### src/rtl/led_if_pkg.sv
// Shared constants for the LED serial link: default geometry, receiver state
// encodings and controller op-codes used by both ends of the link.
package led_if_pkg;

    localparam int LED_SHIFT_W = 48;
    localparam int LED_NUM_LAT = 4;
    localparam int LED_GS_W    = 12;

    typedef enum logic [1:0] {
        RX_IDLE     = 2'd0,
        RX_SHIFTING = 2'd1,
        RX_FULL     = 2'd2
    } rx_state_t;

    typedef enum logic [2:0] {
        SEND_NOP   = 3'd0,
        SEND_BIT0  = 3'd1,
        SEND_BIT1  = 3'd2,
        SEND_GSCLK = 3'd3,
        SEND_LATCH = 3'd4
    } led_op_t;

endpackage

### src/rtl/sync_edge.sv
// Two-flop synchroniser for an asynchronous input, followed by a delayed copy
// used to detect rising edges of the synchronised level.
module sync_edge (
    input  logic clk,
    input  logic rst_n,
    input  logic d,
    output logic level,
    output logic rise
);

    logic s_meta;
    logic s_sync;
    logic s_dly;

    // NOTE: non-blocking assignments let each flop sample the previous stage's
    // old value; blocking here would collapse the chain into a single flop.
    always_ff @(posedge clk or negedge rst_n) begin
        if (!rst_n) begin
            s_meta <= 1'b0;
            s_sync <= 1'b0;
            s_dly  <= 1'b0;
        end else begin
            s_meta <= d;
            s_sync <= s_meta;
            s_dly  <= s_sync;
        end
    end

    assign level = s_sync;
    assign rise  = s_sync & ~s_dly;

endmodule

### src/rtl/led_serial_receiver.sv
// Receive end of the LED serial link: shifts synchronised serial data on sclk,
// commits frames into per-lane banks on lat, counts gsclk and flags framing errors.
module led_serial_receiver
    import led_if_pkg::*;
#(
    parameter int SHIFT_W = LED_SHIFT_W,
    parameter int NUM_LAT = LED_NUM_LAT,
    parameter int GS_W    = LED_GS_W
) (
    input  logic                         clk,
    input  logic                         rst_n,
    input  logic                         serial,
    input  logic                         sclk,
    input  logic [NUM_LAT-1:0]           lat,
    input  logic                         gsclk,
    input  logic                         err_clr,
    output logic [NUM_LAT*SHIFT_W-1:0]   bank,
    output logic                         latch_pulse,
    output logic [1:0]                   latch_idx,
    output logic [$clog2(SHIFT_W+1)-1:0] bit_cnt,
    output logic [1:0]                   rx_state,
    output logic [GS_W-1:0]              gs_count,
    output logic                         gs_wrap,
    output logic                         err_overrun,
    output logic                         err_short
);

    localparam int               CNT_W    = $clog2(SHIFT_W + 1);
    localparam logic [CNT_W-1:0] CNT_FULL = CNT_W'(SHIFT_W);

    logic               serial_s;
    logic               serial_rise_unused;
    logic               sclk_level_unused;
    logic               sclk_rise;
    logic               gsclk_level_unused;
    logic               gsclk_rise;
    logic [NUM_LAT-1:0] lat_level_unused;
    logic [NUM_LAT-1:0] lat_rise;

    sync_edge u_sync_serial (.clk(clk), .rst_n(rst_n), .d(serial), .level(serial_s),           .rise(serial_rise_unused));
    sync_edge u_sync_sclk   (.clk(clk), .rst_n(rst_n), .d(sclk),   .level(sclk_level_unused),  .rise(sclk_rise));
    sync_edge u_sync_gsclk  (.clk(clk), .rst_n(rst_n), .d(gsclk),  .level(gsclk_level_unused), .rise(gsclk_rise));

    for (genvar i = 0; i < NUM_LAT; i++) begin : g_lat_sync
        sync_edge u_sync_lat (.clk(clk), .rst_n(rst_n), .d(lat[i]), .level(lat_level_unused[i]), .rise(lat_rise[i]));
    end

    logic [SHIFT_W-1:0] shreg;
    logic [SHIFT_W-1:0] shreg_nxt;
    logic [CNT_W-1:0]   cnt_shift;
    logic [CNT_W-1:0]   bit_cnt_nxt;
    logic               latch_any;
    logic [1:0]         latch_idx_nxt;
    logic               overrun_evt;
    logic               short_evt;
    logic [GS_W-1:0]    gs_count_nxt;
    logic               gs_wrap_nxt;
    rx_state_t          state;
    rx_state_t          state_nxt;

    // NOTE: every signal gets a default at the top of the block so no path
    // leaves one unassigned, which would otherwise infer a latch.
    always_comb begin
        shreg_nxt     = shreg;
        cnt_shift     = bit_cnt;
        overrun_evt   = 1'b0;
        latch_idx_nxt = latch_idx;
        gs_count_nxt  = gs_count;
        gs_wrap_nxt   = 1'b0;

        // Shift first, so a same-cycle latch captures and counts the new bit.
        if (sclk_rise) begin
            shreg_nxt = {shreg[SHIFT_W-2:0], serial_s};
            if (bit_cnt == CNT_FULL) overrun_evt = 1'b1;
            else                     cnt_shift   = bit_cnt + CNT_W'(1);
        end

        latch_any   = |lat_rise;
        short_evt   = latch_any && (cnt_shift != CNT_FULL);
        bit_cnt_nxt = latch_any ? '0 : cnt_shift;

        for (int i = NUM_LAT - 1; i >= 0; i--) begin
            if (lat_rise[i]) latch_idx_nxt = 2'(i);
        end

        if (latch_any) begin
            gs_count_nxt = '0;
        end else if (gsclk_rise) begin
            gs_count_nxt = gs_count + GS_W'(1);
            gs_wrap_nxt  = (gs_count == '1);
        end
    end

    always_comb begin
        state_nxt = RX_SHIFTING;
        if (bit_cnt_nxt == '0)            state_nxt = RX_IDLE;
        else if (bit_cnt_nxt == CNT_FULL) state_nxt = RX_FULL;
    end

    always_ff @(posedge clk or negedge rst_n) begin
        if (!rst_n) state <= RX_IDLE;
        else        state <= state_nxt;
    end

    assign rx_state = state;

    // NOTE: the banks are reset because a reset must discard any committed
    // frame; storage with no such visible contract would be left unreset.
    always_ff @(posedge clk or negedge rst_n) begin
        if (!rst_n) begin
            shreg       <= '0;
            bit_cnt     <= '0;
            bank        <= '0;
            latch_pulse <= 1'b0;
            latch_idx   <= '0;
            gs_count    <= '0;
            gs_wrap     <= 1'b0;
            err_overrun <= 1'b0;
            err_short   <= 1'b0;
        end else begin
            shreg       <= shreg_nxt;
            bit_cnt     <= bit_cnt_nxt;
            latch_pulse <= latch_any;
            latch_idx   <= latch_idx_nxt;
            gs_count    <= gs_count_nxt;
            gs_wrap     <= gs_wrap_nxt;
            for (int i = 0; i < NUM_LAT; i++) begin
                if (lat_rise[i]) bank[i*SHIFT_W +: SHIFT_W] <= shreg_nxt;
            end
            // An error event in the same cycle as err_clr keeps the flag set.
            if (overrun_evt)  err_overrun <= 1'b1;
            else if (err_clr) err_overrun <= 1'b0;
            if (short_evt)    err_short   <= 1'b1;
            else if (err_clr) err_short   <= 1'b0;
        end
    end

endmodule

### config.mk
export PLATFORM = sky130hd
export DESIGN_NAME = led_serial_receiver
export DESIGN_NICKNAME = d
export VERILOG_FILES = /design/src/rtl/led_if_pkg.sv /design/src/rtl/sync_edge.sv /design/src/rtl/led_serial_receiver.sv
export SDC_FILE = /design/constraint.sdc
export NUM_CORES = 1
export LEC_CHECK = 0
export CAP_MARGIN = 15
export CORE_UTILIZATION = 30
export DETAILED_ROUTE_END_ITERATION = 6
export GPL_ROUTABILITY_DRIVEN = 0
export GPL_TIMING_DRIVEN = 0
export PLACE_DENSITY = 0.49
export SLEW_MARGIN = 0
export SYNTH_ARGS = -nofsm -noshare
export SYNTH_HDL_FRONTEND = slang
export SYNTH_HIERARCHICAL = 1
export SYNTH_SLANG_ARGS = --single-unit
### constraint.sdc
create_clock -name clk -period 5.3 [get_ports clk]
set_input_delay 1.06 -clock clk [delete_from_list [all_inputs] [get_ports clk]]
set_output_delay 1.06 -clock clk [all_outputs]
set_load 0.01 [all_outputs]
==> reports/metrics.cfg <==
[clock_tree]
cts.clk_slew.worst_paths_ns = 0.06
cts-resized-gates = 0
cts_setup_buffers = 0
clockBufferDepth = 3
cts-hold-fix-buffers = 0
cts_sinks = 286
numCtsBuffers = 31
cts_tree = done
ctsHtreeMaxLevel = 1
root_buffer = clkbuf_16
clock_latency_ns = 0.56

[setup_path]
critPathLaunch = bit_cnt[1]
critPathLaunchType = flop
crit_fanout = 7
critPathCaptureType = output pin
path_buf_inv = 1
crit_path_top_delay_cell = clkdlybuf4s50_1
max_stage_delay_ns = 0.59
path_class = flop to output pin
worst_ep_arrival_time_ns = 1.63
regToRegStartpoint = g_lat_sync[3].u_sync_lat/s_dly
required_ns = 4.24
path_cells = clkdlybuf4s50_1
critPathTopFamily = buffers and inverters

[final_layout]
multi_input_area_um2 = 2860
area_delta_synth_final_pct = 38.0
fillCellCount = 3394
drive_gt1_share_pct = 6.53
diodes = 0
layout.nets = 1200
final_cells = 1664
seqCellArea_um2 = 7160

[detailed_routing]
drc = 0
drt_iter0_markers = 367
via_per_inst = 4.57
firstDrtPassIters = 4
vias = 7601
final_antenna_net_count = 0
drt-total-wl_um = 30300
wl_per_cell_um = 18.2

[power]
p_leak_nw = 6.65
power_density_nw_per_um2 = 427
finalPower_mw = 6.18
pwr-share-comb_pct = 19.7
pwr-share-seq_pct = 43.8
intPower_mw = 4.49
ir_worst_vdd_v = 0.000235
net-switching-power_mw = 1.69
p_sw_share_pct = 27.3
p_clk_share_pct = 36.5

[global_routing]
grt_usage_pct = 17.0
grt_max_degree = 118
grt_pass1_wl_um = 47600
grt_pass1_vias = 7820
gr-total-overflow = 0
antenna_found_initial = 0

[synthesis]
syn_inst = 925
synthesis.area_um2 = 10500
syn_avg_cell_area_um2 = 11.3
synth_warnings = 6
synth_nets = 938

[sta]
tightest_slew_ns = 0.693
hold_viol = 0
slew_violations = 0
min_period_ns = 2.69
setup_viol = 0
hold_slack_ns = 0.347
rsz0062_at_grt = false
fin_crit_sh_pct = 50.7
max-slew-margin-rel_pct = 52.5
finClkSkew_ns = 0.00766
fmax_ghz = 0.372

[die]
die_h_um = 189
die-area_um2 = 35700
rows = 68
initial_core_util_pct = 30.4
pin_count = 228
dieWidth_um = 189
coreArea_um2 = 34500

[place]
dp.cells = 1609
io_buffers = 227
hpwl_um = 20400

[outcome]
status = finished, final reports clean

[run]
drv_cap = 0

[min_path]
min_path_type = flop to flop
min_from = u_sync_serial/s_meta

power groups by stage:
stage                     Sequential, mW  Combinational (mW)  Clock, mW
final                               2.71                1.21       2.25
after global routing                2.75                1.33       2.41
after CTS                           2.71                1.24       2.33
after detailed placement            2.75                1.23          0
after global placement              2.75                1.22          0
after floorplan                     2.83               0.364          0
routing by layer:
layer	vias to the layer above	wire length (um)	GRT usage (%)
met4	0	481	2.98
met3	35	2120	4.80
li1	3582	-	-
met2	219	13600	26.2
met5	-	0	0
met1	3765	14100	24.2
per-stage QoR:
stage / util [%] / setup TNS [ns] / setup WS [ns] / instance area [um^2]
finish: 42.0 / 0 / 2.61 / 14500
CTS: 42.0 / 0 / 2.60 / 14500
global route: 42.0 / 0 / 2.58 / 14500
detailed placement: 38.8 / 0 / 2.79 / 13400
floorplan: - / 0 / 3.49 / 10500
global placement: 38.6 / -2737.74 / -9.60 / 13300
layout by cell type (no fill, tap or decap), drive strengths merged, types with 2 or more instances in the layout:
cell type / instances
a21oi: 197
a31oi: 2
and3: 2
and4: 2
buf: 16
bufinv: 3
clkbuf: 89
clkdlybuf4s50: 226
clkinv: 6
dfrtp: 286
ha: 3
inv: 52
mux2i: 50
nand2: 6
nand3: 2
nand4: 8
nor2: 216
nor2b: 7
nor3: 4
xnor2: 4
xor2: 11
flip-flops by register name, indices dropped and copies added (netlist names), 2 cells and up:
register                      flops
bank                            192
shreg                            48
gs_count                         12
bit_cnt                           6
g_lat_sync.u_sync_lat/level       4
g_lat_sync.u_sync_lat/s_dly       4
g_lat_sync.u_sync_lat/s_meta      4
latch_idx                         2
rx_state                          2
worst paths after layout:
kind / cells after the start / slack [ns] / endpoint
setup / recovery: 1 / 2.61 / bit_cnt[1]
hold / removal: 0 / 0.35 / u_sync_serial/level
setup reg to reg: 5 / 2.90 / bank[167]
hold reg to reg: 0 / 0.35 / u_sync_serial/level
max in group asynchronous: 2 / 3.76 / shreg[29]
min in group asynchronous: 1 / 0.51 / bank[59]
layout make-up:
cell class / count / share of cell area (%)
Buffer: 57 / 1.83
Clock buffer: 45 / 6.56
Clock inverter: 10 / 0.909
Inverter: 52 / 1.35
Multi-Input combinational cell: 530 / 19.8
Sequential cell: 286 / 49.5
Tap cell: 455 / 3.94
Timing Repair Buffer: 229 / 16.1
Note: power is estimated with default switching activity, not from simulation.
